--- src/rtl/data_cache_ctrl.sv ---
// Direct-mapped, write-through / no-write-allocate data cache controller.
// One word per line; a single outstanding backing-memory request at a time.
module data_cache_ctrl #(
    parameter int N_Bits = 32,
    parameter int LINES  = 16
) (
    input  logic              clk,
    input  logic              rst_n,
    input  logic              MemRead,
    input  logic              MemWrite,
    input  logic [1:0]        Storetype,
    input  logic [N_Bits-1:0] A,
    input  logic [N_Bits-1:0] WD,
    output logic [N_Bits-1:0] RD,
    output logic              Stall,
    output logic              mem_req,
    output logic              mem_we,
    output logic [1:0]        mem_storetype,
    output logic [N_Bits-1:0] mem_A,
    output logic [N_Bits-1:0] mem_WD,
    input  logic [N_Bits-1:0] mem_RD,
    input  logic              mem_ready,
    output logic [15:0]       hit_count,
    output logic [15:0]       miss_count
);

    localparam int INDEX_BITS = $clog2(LINES);
    localparam int TAG_BITS   = N_Bits - INDEX_BITS - 2;

    typedef enum logic [1:0] {IDLE, READ_MISS, WRITE_MEM} state_t;

    state_t state, state_next;

    logic [N_Bits-1:0]   data_arr [LINES];
    logic [TAG_BITS-1:0] tag_arr  [LINES];
    logic [LINES-1:0]    valid;

    logic [N_Bits-1:0]   req_addr;
    logic [N_Bits-1:0]   req_data;
    logic [1:0]          req_type;
    logic                req_we;
    logic                fill_done;

    logic [INDEX_BITS-1:0] cpu_idx, req_idx;
    logic [TAG_BITS-1:0]   cpu_tag, req_tag;
    logic                  cpu_hit, req_hit;
    logic                  is_load, is_store;
    logic                  hit_inc, miss_inc;

    assign cpu_idx  = A[INDEX_BITS+1:2];
    assign cpu_tag  = A[N_Bits-1:INDEX_BITS+2];
    assign req_idx  = req_addr[INDEX_BITS+1:2];
    assign req_tag  = req_addr[N_Bits-1:INDEX_BITS+2];
    assign cpu_hit  = valid[cpu_idx] && (tag_arr[cpu_idx] == cpu_tag);
    assign req_hit  = valid[req_idx] && (tag_arr[req_idx] == req_tag);

    // A simultaneous read+write is a store; reserved store size is a no-op
    assign is_store = MemWrite && (Storetype != 2'b11);
    assign is_load  = MemRead && !MemWrite;

    function automatic logic [N_Bits-1:0] merge_store(
        input logic [N_Bits-1:0] old_word,
        input logic [N_Bits-1:0] wd,
        input logic [1:0]        st,
        input logic [1:0]        lane
    );
        logic [N_Bits-1:0] m;
        m = old_word;
        case (st)
            2'b00:   m[{lane, 3'b000} +: 8]      = wd[7:0];
            2'b01:   m[{lane[1], 4'b0000} +: 16] = wd[15:0];
            default: m = wd;
        endcase
        return m;
    endfunction

    always_ff @(posedge clk or negedge rst_n) begin
        if (!rst_n) state <= IDLE;
        else        state <= state_next;
    end

    always_comb begin
        state_next = state;
        case (state)
            IDLE: begin
                if (is_store)                  state_next = WRITE_MEM;
                else if (is_load && !cpu_hit)  state_next = READ_MISS;
            end
            READ_MISS: if (mem_ready) state_next = IDLE;
            WRITE_MEM: if (mem_ready) state_next = IDLE;
            default:   state_next = IDLE;
        endcase
    end

    always_comb begin
        Stall = 1'b0;
        RD    = '0;
        case (state)
            IDLE: begin
                if (is_store) begin
                    Stall = 1'b1;
                end else if (is_load) begin
                    if (cpu_hit) RD = data_arr[cpu_idx];
                    else         Stall = 1'b1;
                end
            end
            READ_MISS: Stall = 1'b1;
            WRITE_MEM: Stall = ~mem_ready;
            default:   Stall = 1'b0;
        endcase
    end

    assign mem_req       = (state != IDLE);
    assign mem_we        = req_we;
    assign mem_A         = req_addr;
    assign mem_WD        = req_data;
    assign mem_storetype = req_type;

    // Request fields are captured only on leaving IDLE, so they hold steady for the whole transaction
    always_ff @(posedge clk or negedge rst_n) begin
        if (!rst_n) begin
            req_addr <= '0;
            req_data <= '0;
            req_type <= '0;
            req_we   <= 1'b0;
        end else if (state == IDLE) begin
            if (is_store) begin
                req_addr <= A;
                req_data <= WD;
                req_type <= Storetype;
                req_we   <= 1'b1;
            end else if (is_load && !cpu_hit) begin
                req_addr <= {A[N_Bits-1:2], 2'b00};
                req_type <= 2'b10;
                req_we   <= 1'b0;
            end
        end
    end

    always_ff @(posedge clk) begin
        if (state == READ_MISS && mem_ready) begin
            data_arr[req_idx] <= mem_RD;
            tag_arr[req_idx]  <= req_tag;
        end else if (state == WRITE_MEM && mem_ready && req_hit) begin
            data_arr[req_idx] <= merge_store(data_arr[req_idx], req_data, req_type, req_addr[1:0]);
        end
    end

    always_ff @(posedge clk or negedge rst_n) begin
        if (!rst_n) begin
            valid     <= '0;
            fill_done <= 1'b0;
        end else begin
            fill_done <= (state == READ_MISS) && mem_ready;
            if (state == READ_MISS && mem_ready) valid[req_idx] <= 1'b1;
        end
    end

    // The held load's post-fill hit was already counted as a miss
    assign hit_inc  = (state == IDLE) && cpu_hit &&
                      (is_store || (is_load && !fill_done));
    assign miss_inc = (state == IDLE) && !cpu_hit && (is_store || is_load);

    always_ff @(posedge clk or negedge rst_n) begin
        if (!rst_n) begin
            hit_count  <= '0;
            miss_count <= '0;
        end else begin
            if (hit_inc && hit_count != 16'hFFFF)   hit_count  <= hit_count + 16'd1;
            if (miss_inc && miss_count != 16'hFFFF) miss_count <= miss_count + 16'd1;
        end
    end

endmodule

--- config.mk ---
export PLATFORM = sky130hd
export DESIGN_NAME = data_cache_ctrl
export DESIGN_NICKNAME = d
export VERILOG_FILES = /design/src/rtl/data_cache_ctrl.sv
export SDC_FILE = /design/constraint.sdc
export NUM_CORES = 1
export LEC_CHECK = 0
export BUFFER_PORTS_ARGS = -buffer_cell sky130_fd_sc_hd__buf_2
export CORE_AREA = 2 2 292 439
export CTS_CLUSTER_SIZE = 25
export DETAILED_ROUTE_END_ITERATION = 10
export DIE_AREA = 0 0 294 441
export RECOVER_POWER = 50
export REMOVE_ABC_BUFFERS = 1
export SYNTH_ARGS = -nofsm -noshare
export SYNTH_HDL_FRONTEND = slang
export SYNTH_SLANG_ARGS = --single-unit
--- constraint.sdc ---
create_clock -name clk -period 7.9 [get_ports clk]
set_input_delay 0.395 -clock clk [delete_from_list [all_inputs] [get_ports clk]]
set_output_delay 0.395 -clock clk [all_outputs]
set_load 0.03 [all_outputs]
==> results of run 1 <==
==> how the worst max path moves through the flow <==
| stage | startpoint | endpoint | slack (ps) | cells after the start |
|---|---|---|---|---|
| global placement | mem_A[2] | data_arr[13][4] | 1800 | 10 |
| floorplan | mem_A[2] | data_arr[0][0] | -7000 | 1 |
| CTS | mem_A[2] | data_arr[8][11] | 1600 | 9 |
| global route | mem_A[5] | tag_arr[14][17] | 740 | 5 |
| detailed placement | mem_A[2] | data_arr[8][11] | 1660 | 9 |
| finish | mem_A[4] | data_arr[13][6] | 1110 | 9 |
==> registers in the layout, indices dropped and copies added (netlist names) <==
signal	count
tag_arr	416
valid	16
state	2
mem_WD	32
mem_storetype	2
mem_A	32
fill_done	1
data_arr	512
mem_we	1
hit_count	16
miss_count	16
==> per-stage QoR <==
step	hold WS [ps]	setup WS (ps)	TNS, ps	instances	total power, uW
2_1_floorplan	99.41	-7002	-7376160	2542	11900
3_3_place_gp	463.1	1795	0	4503	13120
3_5_place_dp	475.3	1656	0	4503	13260
4_1_cts	0.2789	1601	0	4743	18270
5_1_grt	10.74	742.3	0	4743	18750
6_report	13.70	1113	0	4745	18090
==> power by group through the flow <==
stage	logic, uW	registers [uW]	clock network, uW
6_report	5570	7510	5010
5_1_grt	5880	7590	5270
4_1_cts	5680	7510	5080
3_5_place_dp	5630	7630	0
3_3_place_gp	5550	7570	0
2_1_floorplan	3810	8080	0
==> layer usage <==
metal | global-route usage, % | vias up | share of wire (%)
met4 | 9.891 | 0 | 4.2
met3 | 3.201 | 308 | 6.8
met1 | 29.27 | 15876 | 37
li1 | - | 12028 | -
met5 | 0 | - | 0
met2 | 41.49 | 1521 | 52
==> cell families (layout without fill, tap and decap cells) <==
family	count (synthesis)	count (layout)
compound gates	203	203
xor+xnor	77	77
fa+ha+maj	11	11
buf+inv	214	601
flops	1046	1046
mux	657	657
other cells	0	2
simple gates	528	528
==> Yosys cell counts (9+ instances only) <==
master / number
edfxtp_1: 928
mux4_2: 549
nand2_1: 219
dfrtp_1: 118
clkbuf_1: 84
nor2_1: 65
mux2i_1: 60
xnor2_1: 51
nor2b_1: 49
a21oi_1: 48
buf_1: 43
buf_2: 43
o21ai_0: 43
nand3_1: 37
nor3_1: 32
mux2_1: 26
xor2_1: 26
mux2_2: 22
nand4_1: 19
or2_2: 19
inv_1: 18
a221oi_1: 16
a22oi_1: 16
buf_4: 15
and3_1: 13
nand2b_1: 13
a21o_1: 12
ha_1: 11
nor4_1: 11
a2bb2oi_1: 9
==> cells in the final DEF, fill, tap and decap left out, types with 28 or more instances in the layout <==
cell type	count
edfxtp_1	928
mux4_2	549
nand2_1	219
buf_2	137
clkbuf_1	129
dfrtp_1	115
clkbuf_16	105
buf_4	80
mux2i_1	60
nor2_1	52
xnor2_1	51
dlygate4sd3_1	51
nor2b_1	49
a21oi_1	48
o21ai_0	41
nand3_1	35
nor3_1	28
==> layout make-up <==
| cell class | count | area share, % |
|---|---|---|
| clock buffers | 135 | 4.979 |
| repair buffers | 392 | 4.291 |
| inverters | 20 | 0.1355 |
| flip-flops and latches | 1046 | 53.86 |
| well taps | 1620 | 3.541 |
| multi-input cells | 1476 | 32.20 |
| clock inverters | 54 | 0.9858 |
| diodes | 2 | 0.008743 |
==> worst max-delay path, cell delays in order (launching register included) <==
cell      delay (ps)
dfrtp_1         1200
clkbuf_1        1410
mux4_2           670
xnor2_1          190
nand4_1          250
nor4_1          1040
a31o_2           340
nand3_1          290
nor2_4           740
buf_12           280
==> timing repair <==
item                                    CTS  global route
endpoints found under the hold margin   110             0
endpoints found under the setup margin    0             0
hold buffers                             51             0
==> impl_metrics.yaml, run 1 <==
grt:
  grt_max_degree: 137
  grt_first_pass_wirelength_mm: 220.5
  antenna_found_initial: 4
  grt_pass1_vias: 31412
  grt_overflow: 0
  track_usage_pct: 23.60
drt:
  drt_first_pass_iters: 6
  vias_per_cell: 6.266
  wirelength_mm: 152.3
  drcViolationCount: 0
  antenna_left: 0
  vias: 29733
  drtIter0Drc: 3316
  wl_per_cell_um: 32.09
synth:
  synthSimpleGateAreaFrac_pct: 5.213
  synth_edf_count: 928
  yosysTopAreaCell: "edfxtp_1"
  synth.area.mux_share_pct: 26.95
  synth_top_cell_area_share_pct: 55.61
  yosys_register_bits: 1046
  synth_compound_area_share_pct: 2.739
  ys_warn_count: 0
  synth_xor_area_share_pct: 1.346
  synthAdderAreaFrac_pct: 0.2747
  ys_seq_area_share_pct: 61.50
  synth_top_family_by_area: "multiplexers"
  synthArstFlopShare_pct: 11.28
  syn_avg_cell_area_sq_um: 18.32
  synth_flop_cell: "edfxtp_1"
  synthesis.instances: 2736
  synthTopCellsByArea: "edfxtp_1, mux4_2, dfrtp_1"
  ys_types: 65
  syn-cell-area_sq_um: 50110
critical_path:
  r2r-start: "mem_A[4]"
  worstPathArrival_ps: 7170
  crit_type: "register to register"
  crit_path_start_kind: "register"
  r2r-end: "data_arr[13][6]"
  reg2reg_depth: 9
  r2r_setup_slack_ps: 1110
  cp_max_fo: 21
  required_ps: 8280
  crit_path_end_kind: "register"
clocking:
  clockBufferDepth: 3
  post_cts_buffers: 0
  cts-buffers-inserted: 101
  cts_sinks: 1046
  ctsResizeCount: 0
  clock_latency_ps: 710
  htree_levels: 3
  clkTransAtPathRegs_ps: 70
  clockRootBuffer: "clkbuf_16"
  tritoncts: "yes"
min_path:
  hold_path.class: "input pin to register"
  min-delay-start: "A[29]"
  min_path_cells: 2
  hold_path_end: "mem_A[29]"
pwr:
  pwr-share-clk_pct: 27.7
  p_sw_uw: 6074
  p_int_uw: 12010
  p_leak_uw: 0.01894
  p_per_area_nw_per_um2: 316.0
  swShare_pct: 33.58
  combinationalPowerShare_pct: 30.8
  ir_worst_vdd_mv: 0.2902
  seqPwrFrac_pct: 41.5
floorplanning:
  initial_core_util_pct: 39.80
  num_rows: 160
  die_h_um: 441
  die_w_um: 294
  coreArea_sq_um: 125900
  boundaryPins: 236
  die-area_sq_um: 129700
sta:
  worst_slew_pin_slew_ps: 4356
  min_period_ps: 6787
  finalMaxSlewViolations: 612
  fin_crit_sh_pct: 85.91
  fmax_ghz: 0.1473
  setup_violations: 0
  rsz0062_at_grt: "false"
  relSlewSlack_pct: -190.4
  hold_violations: 0
  clock-skew-final_ps: 32.42
placed_design:
  dp_hpwl_mm: 94.72
  portBuffers: 235
  placed_cell_area_sq_um: 53610
  place_congestion: 0.8951
cells_and_area:
  nFillCells: 10708
  multi_input_area_sq_um: 18430
  nets: 3151
  utilization_pct: 45.46
  register_area_sq_um: 30830
  area_growth_syn_to_layout_pct: 14.23
  fin_area_sq_um: 57240
  drive_gt1_share_pct: 32.53
status:
  outcome: "complete, but fails checks"
  violations: "max-capacitance violations, max-slew violations"
run:
  drv_cap: 27
(Power assumes the default switching activity.)
==> run 2, diff against run 1 <==
- CORE_AREA: 2 2 292 439 -> 2 2 460 280
- DIE_AREA: 0 0 294 441 -> 0 0 462 282
==> run 2 against run 1 <==
  * The flow still finishes with violations (max-capacitance violations, max-slew violations)
  * Via count increased by 1.7%
  * First-iteration DRC count increased by 18%
  * Power increased by 1.7%
  * Fmax decreased by 3.7%
  * Combinational power increased by 1%
  * Critical endpoint is now data_arr[6][14]
==> impl_metrics.yaml, run 2 (synthesis results as in run 1) <==
placed_design:
  dp_hpwl_mm: 93.40
  place_congestion: 0.9071
  portBuffers: 235
  dp_cells: 4585
grt:
  grt_first_pass_wirelength_mm: 220.1
  antenna_found_initial: 8
  track_usage_pct: 23.48
  grt_pass1_vias: 30180
  grt_overflow: 0
  grt_max_degree: 137
clocking:
  cts_sinks: 1046
  htree_levels: 3
  clkTransAtPathRegs_ps: 70
  clockBufferDepth: 3
  clock_latency_ps: 740
  post_cts_buffers: 0
  clockRootBuffer: "clkbuf_16"
  cts-buffers-inserted: 102
  hold_buffers: 62
  tritoncts: "yes"
  ctsResizeCount: 0
floorplanning:
  boundaryPins: 236
  initial_core_util_pct: 39.85
  die-area_sq_um: 130300
  die_w_um: 462
  num_rows: 101
  coreArea_sq_um: 125700
  die_h_um: 282
sta:
  rsz0062_at_grt: "false"
  hold_violations: 0
  min_period_ps: 7045
  fin_crit_sh_pct: 89.17
  finalMaxSlewViolations: 835
  worst_slew_pin_slew_ps: 4438
  setup_violations: 0
  clock-skew-final_ps: 39.69
  fmax_ghz: 0.1420
  totalNegativeSetupSlack_ps: 0
  relSlewSlack_pct: -195.9
pwr:
  ir_worst_vdd_mv: 0.2031
  p_per_area_nw_per_um2: 319.1
  p_leak_uw: 0.01908
critical_path:
  cp_max_fo: 64
  crit_start: "mem_A[3]"
  crit_type: "register to register"
  crit_path_end_kind: "register"
  crit_path_start_kind: "register"
  required_ps: 8300
  worstPathArrival_ps: 7440
  r2r-start: "mem_A[3]"
drt:
  drt_first_pass_iters: 6
  vias: 30224
  wl_per_cell_um: 31.54
  antenna_left: 0
  vias_per_cell: 6.242
  drtIter0Drc: 3921
  wirelength_mm: 152.7
  drcViolationCount: 0
cells_and_area:
  fin_cells: 4842
  largest_reg_flops: 512
  nets: 3166
  top_register: "data_arr"
  area_growth_syn_to_layout_pct: 15.04
  register_area_sq_um: 30820
  final_common_cell: "edfxtp_1"
  nFillCells: 10488
  top_regs: "data_arr: 512 flops, tag_arr: 416 flops"
  drive_gt1_share_pct: 32.56
  layout_common_cells: "edfxtp_1, mux4_2, nand2_1"
  multi_input_area_sq_um: 18490
status:
  violations: "max-capacitance violations, max-slew violations"
  outcome: "complete, but fails checks"
min_path:
  hold_path.class: "input pin to register"
  min-delay-start: "A[27]"
run:
  drv_cap: 30
-- run 2: routing by layer --
metal / wire, um / GRT usage, %
met1: 64090 / 33.80
met2: 69950 / 35.73
met3: 13810 / 5.308
met4: 4890 / 7.231
met5: 0 / 0
-- run 2: stage by stage --
step	cell area (sq um)	utilization [%]	hold slack, ps	worst slack, ps	power (uW)
after floorplan	49200	-	99.41	-7002	11900
after global placement	53700	42.71	468.1	1830	13160
after detailed placement	53700	42.71	476.2	1726	13300
after CTS	57920	46.06	24.71	1674	18510
after global routing	57640	45.84	32.43	683.7	19100
final	57650	45.85	72.76	855.5	18390
-- run 2: path summary, 6_finish.rpt --
kind / cells past startpoint / endpoint / slack, ps
max reg2reg: 10 / data_arr[6][14] / 860
min in group asynchronous: 2 / mem_A[19] / 1810
max in group asynchronous: 3 / mem_A[2] / 2410
max: 10 / data_arr[6][14] / 860
min: 2 / mem_A[27] / 70
min reg2reg: 1 / miss_count[4] / 490
-- run 2: final cells by class --
type                    instances  share of cell area (%)
flip-flops and latches       1046                   53.47
multi-input cells            1476                   32.07
clock buffers                 127                   4.803
repair buffers                406                   4.389
well taps                    1699                   3.688
clock inverters                64                   1.426
inverters                      20                  0.1346
diodes                          4                 0.01736
-- run 2: power by group --
| group | internal [uW] | switching [uW] |
|---|---|---|
| Combinational | 2550 | 3080 |
| Sequential | 6670 | 885 |
| Clock | 2980 | 2220 |
-- run 2: critical path, cell delays in order (launching register included) --
cell and delay [ps]:
dfrtp_1 2020, buf_12 390, mux4_2 380, mux4_2 480, xnor2_1 370, nand4_1 300, nor4_1 920, a31o_2 320
nand2b_1 220, nor2_4 740, buf_4 380
